<file path="config.mk">
export PLATFORM = sky130hd
export DESIGN_NAME = membank_cfg_loader
export DESIGN_NICKNAME = d
export VERILOG_FILES = /design/src/rtl/membank_cfg_pkg.sv /design/src/rtl/membank_wl_driver.sv /design/src/rtl/membank_cfg_loader.sv
export SDC_FILE = /design/constraint.sdc
export NUM_CORES = 1
export LEC_CHECK = 0
export ABC_CLOCK_PERIOD_IN_PS = 6000
export BUFFER_PORTS_ARGS = -buffer_cell sky130_fd_sc_hd__buf_2
export CAP_MARGIN = 20
export CORE_AREA = 2 2 102 129
export CTS_BUF_LIST = sky130_fd_sc_hd__clkbuf_8
export DETAILED_ROUTE_END_ITERATION = 8
export DIE_AREA = 0 0 104 131
export HOLD_SLACK_MARGIN = 0.08
export PLACE_DENSITY = 0.81
export SKIP_CTS_REPAIR_TIMING = 1
export SYNTH_ARGS = -nofsm -noshare
export SYNTH_HDL_FRONTEND = slang
export SYNTH_SLANG_ARGS = --single-unit
</file>
<file path="constraint.sdc">
create_clock -name prog_clk -period 6 [get_ports prog_clk]
set_input_delay 1.2 -clock prog_clk [delete_from_list [all_inputs] [get_ports prog_clk]]
set_output_delay 1.2 -clock prog_clk [all_outputs]
set_load 0.02 [all_outputs]
</file>
<file path="src/rtl/membank_cfg_pkg.sv">
// membank_cfg_pkg: shared state encoding, default widths and frame sizing for the bl/wl loader.
// MEMBANK_CFG_PARITY_EN adds the ERROR state.
package membank_cfg_pkg;
  localparam int DEF_BL_WIDTH   = 72;
  localparam int DEF_WL_WIDTH   = 72;
  localparam int DEF_DATA_WIDTH = 8;
  localparam int DEF_WL_PULSE   = 2;
  typedef enum logic [2:0] {
    IDLE, LOAD, WRITE, HOLD, DONE
`ifdef MEMBANK_CFG_PARITY_EN
    , ERROR
`endif
  } state_t;
  function automatic int words_per_frame(input int bl_width, input int data_width);
    return bl_width / data_width;
  endfunction
endpackage

</file>
<file path="src/rtl/membank_wl_driver.sv">
// membank_wl_driver: registered one-hot word-line driver, cleared asynchronously on pReset.
module membank_wl_driver #(
  parameter int WL_WIDTH = 72,
  parameter int RW       = 7
) (
  input  logic                prog_clk,
  input  logic                pReset,
  input  logic                i_en,
  input  logic [RW-1:0]       i_row,
  output logic [0:WL_WIDTH-1] o_wl
);
  logic [0:WL_WIDTH-1] r_wl;
  always_ff @(posedge prog_clk or posedge pReset)
    if (pReset) r_wl <= '0;
    else for (int j = 0; j < WL_WIDTH; j++) r_wl[j] <= i_en && (i_row == RW'(j));
  assign o_wl = r_wl;
endmodule

</file>
<file path="src/rtl/membank_cfg_loader.sv">
// membank_cfg_loader: assembles bl frames from a valid/ready word stream and pulses one wl row per frame.
// Optional MEMBANK_CFG_PARITY_EN: even-parity check per word with cfg_parity/cfg_err and an ERROR state.
module membank_cfg_loader
  import membank_cfg_pkg::*;
#(
  parameter int BL_WIDTH   = DEF_BL_WIDTH,
  parameter int WL_WIDTH   = DEF_WL_WIDTH,
  parameter int DATA_WIDTH = DEF_DATA_WIDTH,
  parameter int WL_PULSE   = DEF_WL_PULSE
) (
  input  logic                  prog_clk,
  input  logic                  pReset,
  input  logic                  cfg_start,
  input  logic [DATA_WIDTH-1:0] cfg_data,
  input  logic                  cfg_valid,
`ifdef MEMBANK_CFG_PARITY_EN
  input  logic                  cfg_parity,
  output logic                  cfg_err,
`endif
  output logic                  cfg_ready,
  output logic [0:BL_WIDTH-1]   bl,
  output logic [0:WL_WIDTH-1]   wl,
  output logic                  cfg_busy,
  output logic                  cfg_done
);
  localparam int WPF = words_per_frame(BL_WIDTH, DATA_WIDTH);
  localparam int WCW = WPF > 1 ? $clog2(WPF) : 1;
  localparam int RW  = WL_WIDTH > 1 ? $clog2(WL_WIDTH) : 1;
  localparam int PW  = WL_PULSE > 1 ? $clog2(WL_PULSE) : 1;
  state_t              r_state, w_next;
  logic [WCW-1:0]      r_word;
  logic [RW-1:0]       r_row;
  logic [PW-1:0]       r_pulse;
  logic [0:BL_WIDTH-1] r_bl;
  logic w_xfer, w_par_ok, w_restart, w_last_word, w_last_row, w_last_pulse;
`ifdef MEMBANK_CFG_PARITY_EN
  assign w_par_ok  = cfg_parity == ^cfg_data;
  assign w_restart = cfg_start && (r_state == IDLE || r_state == DONE || r_state == ERROR);
  assign cfg_err   = r_state == ERROR;
`else
  assign w_par_ok  = 1'b1;
  assign w_restart = cfg_start && (r_state == IDLE || r_state == DONE);
`endif
  assign w_xfer       = r_state == LOAD && cfg_valid;
  assign w_last_word  = r_word == WCW'(WPF - 1);
  assign w_last_row   = r_row == RW'(WL_WIDTH - 1);
  assign w_last_pulse = r_pulse == PW'(WL_PULSE - 1);
  assign cfg_ready    = r_state == LOAD;
  assign cfg_busy     = r_state == LOAD || r_state == WRITE || r_state == HOLD;
  assign cfg_done     = r_state == DONE;
  assign bl           = r_bl;
  // IDLE, DONE and ERROR all fall into default: only cfg_start moves them
  always_comb begin
    w_next = r_state;
    case (r_state)
      LOAD: begin
`ifdef MEMBANK_CFG_PARITY_EN
        if (w_xfer && !w_par_ok) w_next = ERROR;
        else
`endif
        if (w_xfer && w_last_word) w_next = WRITE;
      end
      WRITE:   w_next = w_last_pulse ? HOLD : WRITE;
      HOLD:    w_next = w_last_row ? DONE : LOAD;
      default: w_next = w_restart ? LOAD : r_state;
    endcase
  end
  always_ff @(posedge prog_clk or posedge pReset)
    if (pReset) begin
      r_state <= IDLE;
      r_word  <= '0;
      r_row   <= '0;
      r_pulse <= '0;
      r_bl    <= '0;
    end else begin
      r_state <= w_next;
      if (w_restart) begin
        r_word <= '0;
        r_row  <= '0;
      end
      if (w_xfer && w_par_ok) begin
        r_word <= w_last_word ? '0 : r_word + 1'b1;
        for (int k = 0; k < WPF; k++)
          if (r_word == WCW'(k))
            for (int i = 0; i < DATA_WIDTH; i++) r_bl[k*DATA_WIDTH+i] <= cfg_data[i];
      end
      if (r_state == WRITE) r_pulse <= w_last_pulse ? '0 : r_pulse + 1'b1;
      if (r_state == HOLD && !w_last_row) begin
        r_row  <= r_row + 1'b1;
        r_word <= '0;
      end
    end
  // wl is registered, so enable on the state about to be entered to align the pulse with WRITE
  membank_wl_driver #(.WL_WIDTH(WL_WIDTH), .RW(RW)) u_wl (
    .prog_clk(prog_clk),
    .pReset  (pReset),
    .i_en    (w_next == WRITE),
    .i_row   (r_row),
    .o_wl    (wl)
  );
endmodule
</file>
==> run metrics <==
r2r setup slk=3.42 ns; period utilisation layout=47.1%; Post-synth EDFFs=0; core area=12400 um^2; Worst path max stage delay=0.54 ns; first-pass GRT wire length=22100 um; post-synthesis compound-gate area fraction=3.02%; wire per inst=18.1 um; Cells after Synth=451; Row Count=46; clk_lat worst skew=0.45 ns; post-route setup TNS=0 ns; htree depth=4; CP endpoint=cfg_ready; clk sinks=159; total internal power=2.14 mW; via count=4271; Area growth, synth to finish=20.7%; Reg power frac=43.2%; register bit count reported by yosys=159; post-layout util=60.0%; slowest CP cell=dfrtp_1; Clock Power Share=23.3%; vias in the first global route=4334; number of fill cells=1009; largest net degree at the start of global routing=114; Synth area leaders=dfrtp_1 64%, mux2_2 11%, nor4_1 6.9%; fin nets=618; Num CTS Buffers=17; worst path bufs/invs=1; CP arrival=1.63 ns; Post-synth top flop=dfrtp_1; min-delay worst type=reg2reg; Initial Utilization=49.7%; final critical-path setup slack=3.17 ns; die width=104 um; r2r worst-path depth=6; P per Cell Area=462 nW/um^2; mean post-synth cell area=13.7 um^2; CTS Root Cell=clkbuf_8; xor/xnor cell area share of the yosys netlist=0.425%; Syn Std Cell Area=6180 um^2; Cell variety after synth=43; RSZ-0062 raised after global routing=no; Iter 0 DRT Violations=204; CTS clk-pin slew, worst paths=0.09 ns; Synth Area in Simple Gates=13.5%; CTS Buffer Depth=2; startpoint types=flip-flop; worst-margin pin slew=0.743 ns; die area=13600 um^2; initial antenna violation count=0; Fin. Hold Viols=0; Final Slew Violations=0; sequential area share after synthesis=64.4%; largest family of logic cells by synthesized area=simple AND/OR/NAND/NOR gates; asr flop ratio synth=100%; ordered cell list for the critical path=nand2b_1 > nor2_1 > buf_2; Reg2Reg Launch Point=r_row[0]$_DFFE_PP0P_; Post-Route WL=14100 um; endpoints failing setup=0; overall routing resource usage=21.1%; skew final=0.00963 ns; Worst setup EP type=output port; top post-synthesis cells by count=159 x dfrtp_1, 68 x nor4_1, 62 x mux2_2; Diodes inserted=0; layout cell share with drive strength beyond 1=43.7%; Critical Path Stages=3; Gate power share=33.5%; minimum clock period=2.83 ns; Reg-to-Reg End=u_wl.o_wl[43]$_DFF_PP0_; vias per cell=5.48; highest clock rate=354 MHz; grt ovf=0; antenna-violating nets left=0; mux cell area share after synthesis=13.4%; worst rel slew slack=50.5%; most instantiated library cell after synthesis=dfrtp_1; Leakage=3.68 nW; CTS tree=done; Critical Path RT=4.80 ns; Switching Share=38.0%; status=finished, final reports clean; Die Span Y=131 um; I/O Pins=159; share of the synthesized area in the top cell type=64.4%; pre-CTS setup slack=3.11 ns; syn_nets=471; dpl hpwl=9650 um; kind of critical path=reg2out; Max Cap Viol=0; cell taking the most area after synthesis=dfrtp_1; GPL Wtd Cong=0.808; CP Launch Point=r_state[0]$_DFF_PP0_; worst-path fanout max=10; Pre-antenna DRT Iters=4; CP top delay family=flip-flops; Post-Synth Adder-Cell Area=1.62%; Max IR drop VDD=0.351 mV; PortBufs=158; Psw=1.31 mW; Tot Pwr=3.45 mW; Synth Warn #=0; Residual DRC=0
[layer usage]
layer  track usage (%)  share of wire, %
met1              24.4                40
met2              34.9                49
met3              7.34               8.6
met4              11.9               2.6
met5                 0                 0
[power groups by stage]
| stage | Clock (mW) | Combinational [mW] | Sequential, mW |
|---|---|---|---|
| floorplan | 0 | 0.530 | 1.76 |
| global route | 0.860 | 1.24 | 1.52 |
| global placement | 0 | 1.12 | 1.49 |
| detailed placement | 0 | 1.16 | 1.50 |
| finish | 0.803 | 1.15 | 1.49 |
| CTS | 0.817 | 1.16 | 1.49 |
[cell usage in the layout (no fill, tap or decap), types with 2 or more instances in the layout]
master / count
nand3b_1: 2
xnor2_1: 2
mux2i_1: 2
or3_1: 4
buf_2: 158
clkinv_4: 5
bufinv_16: 2
mux2_1: 10
nor3_1: 5
mux2_2: 62
o21ai_0: 7
nand3_1: 8
dfrtp_1: 159
ha_1: 8
buf_4: 3
inv_6: 6
inv_1: 8
and3b_1: 2
a21oi_1: 6
nand2b_1: 3
nor2_1: 9
inv_8: 2
o21a_1: 2
nor4_2: 4
clkbuf_8: 17
nand2_1: 18
nor4_1: 68
nor2b_1: 3
and2_1: 5
a31oi_1: 2
nor2_4: 2
[registers in the layout (all words and copies together) (netlist names)]
name       count
r_word         4
u_wl.o_wl     72
r_state        3
r_pulse        1
bl            72
r_row          7
[how the worst min path moves through the flow]
stage                   startpoint                  end  slack [ns]  depth (start not counted)
4_1_cts        r_pulse$_DFFE_PP0N_  r_pulse$_DFFE_PP0N_        0.47                          1
6_report       r_pulse$_DFFE_PP0N_  r_pulse$_DFFE_PP0N_        0.47                          1
2_1_floorplan  r_pulse$_DFFE_PP0N_  r_pulse$_DFFE_PP0N_        0.43                          1
3_3_place_gp   r_pulse$_DFFE_PP0N_  r_pulse$_DFFE_PP0N_        0.45                          1
3_5_place_dp   r_pulse$_DFFE_PP0N_  r_pulse$_DFFE_PP0N_        0.46                          1
5_1_grt        r_pulse$_DFFE_PP0N_  r_pulse$_DFFE_PP0N_        0.50                          1
[cells by family after synthesis]
logic type               Yosys count
XOR/XNOR                           3
AND/OR/NAND/NOR                  139
AO/OA/AOI/OAI                     25
multiplexers                      74
flip-flops                       159
buffers and inverters             43
adder cells (fa/ha/maj)            8
[stage by stage]
| step | area [um^2] | cells | hold slack, ns |
|---|---|---|---|
| floorplan | 6180 | 451 | 0.435 |
| global placement | 7030 | 746 | 0.451 |
| detailed placement | 7030 | 746 | 0.461 |
| CTS | 7440 | 778 | 0.473 |
| global route | 7460 | 779 | 0.496 |
| finish | 7460 | 779 | 0.471 |
[final cells by class]
class | instances | area [um^2] | share of cell area [%]
Inverter | 9 | 38.8 | 0.520
Timing Repair Buffer | 162 | 841 | 11.3
Sequential cell | 159 | 3980 | 53.3
Clock inverter | 15 | 175 | 2.35
Clock buffer | 17 | 234 | 3.13
Multi-Input combinational cell | 249 | 1990 | 26.6
Tap cell | 168 | 210 | 2.82
No activity file was read; power rests on OpenSTA's default activity.
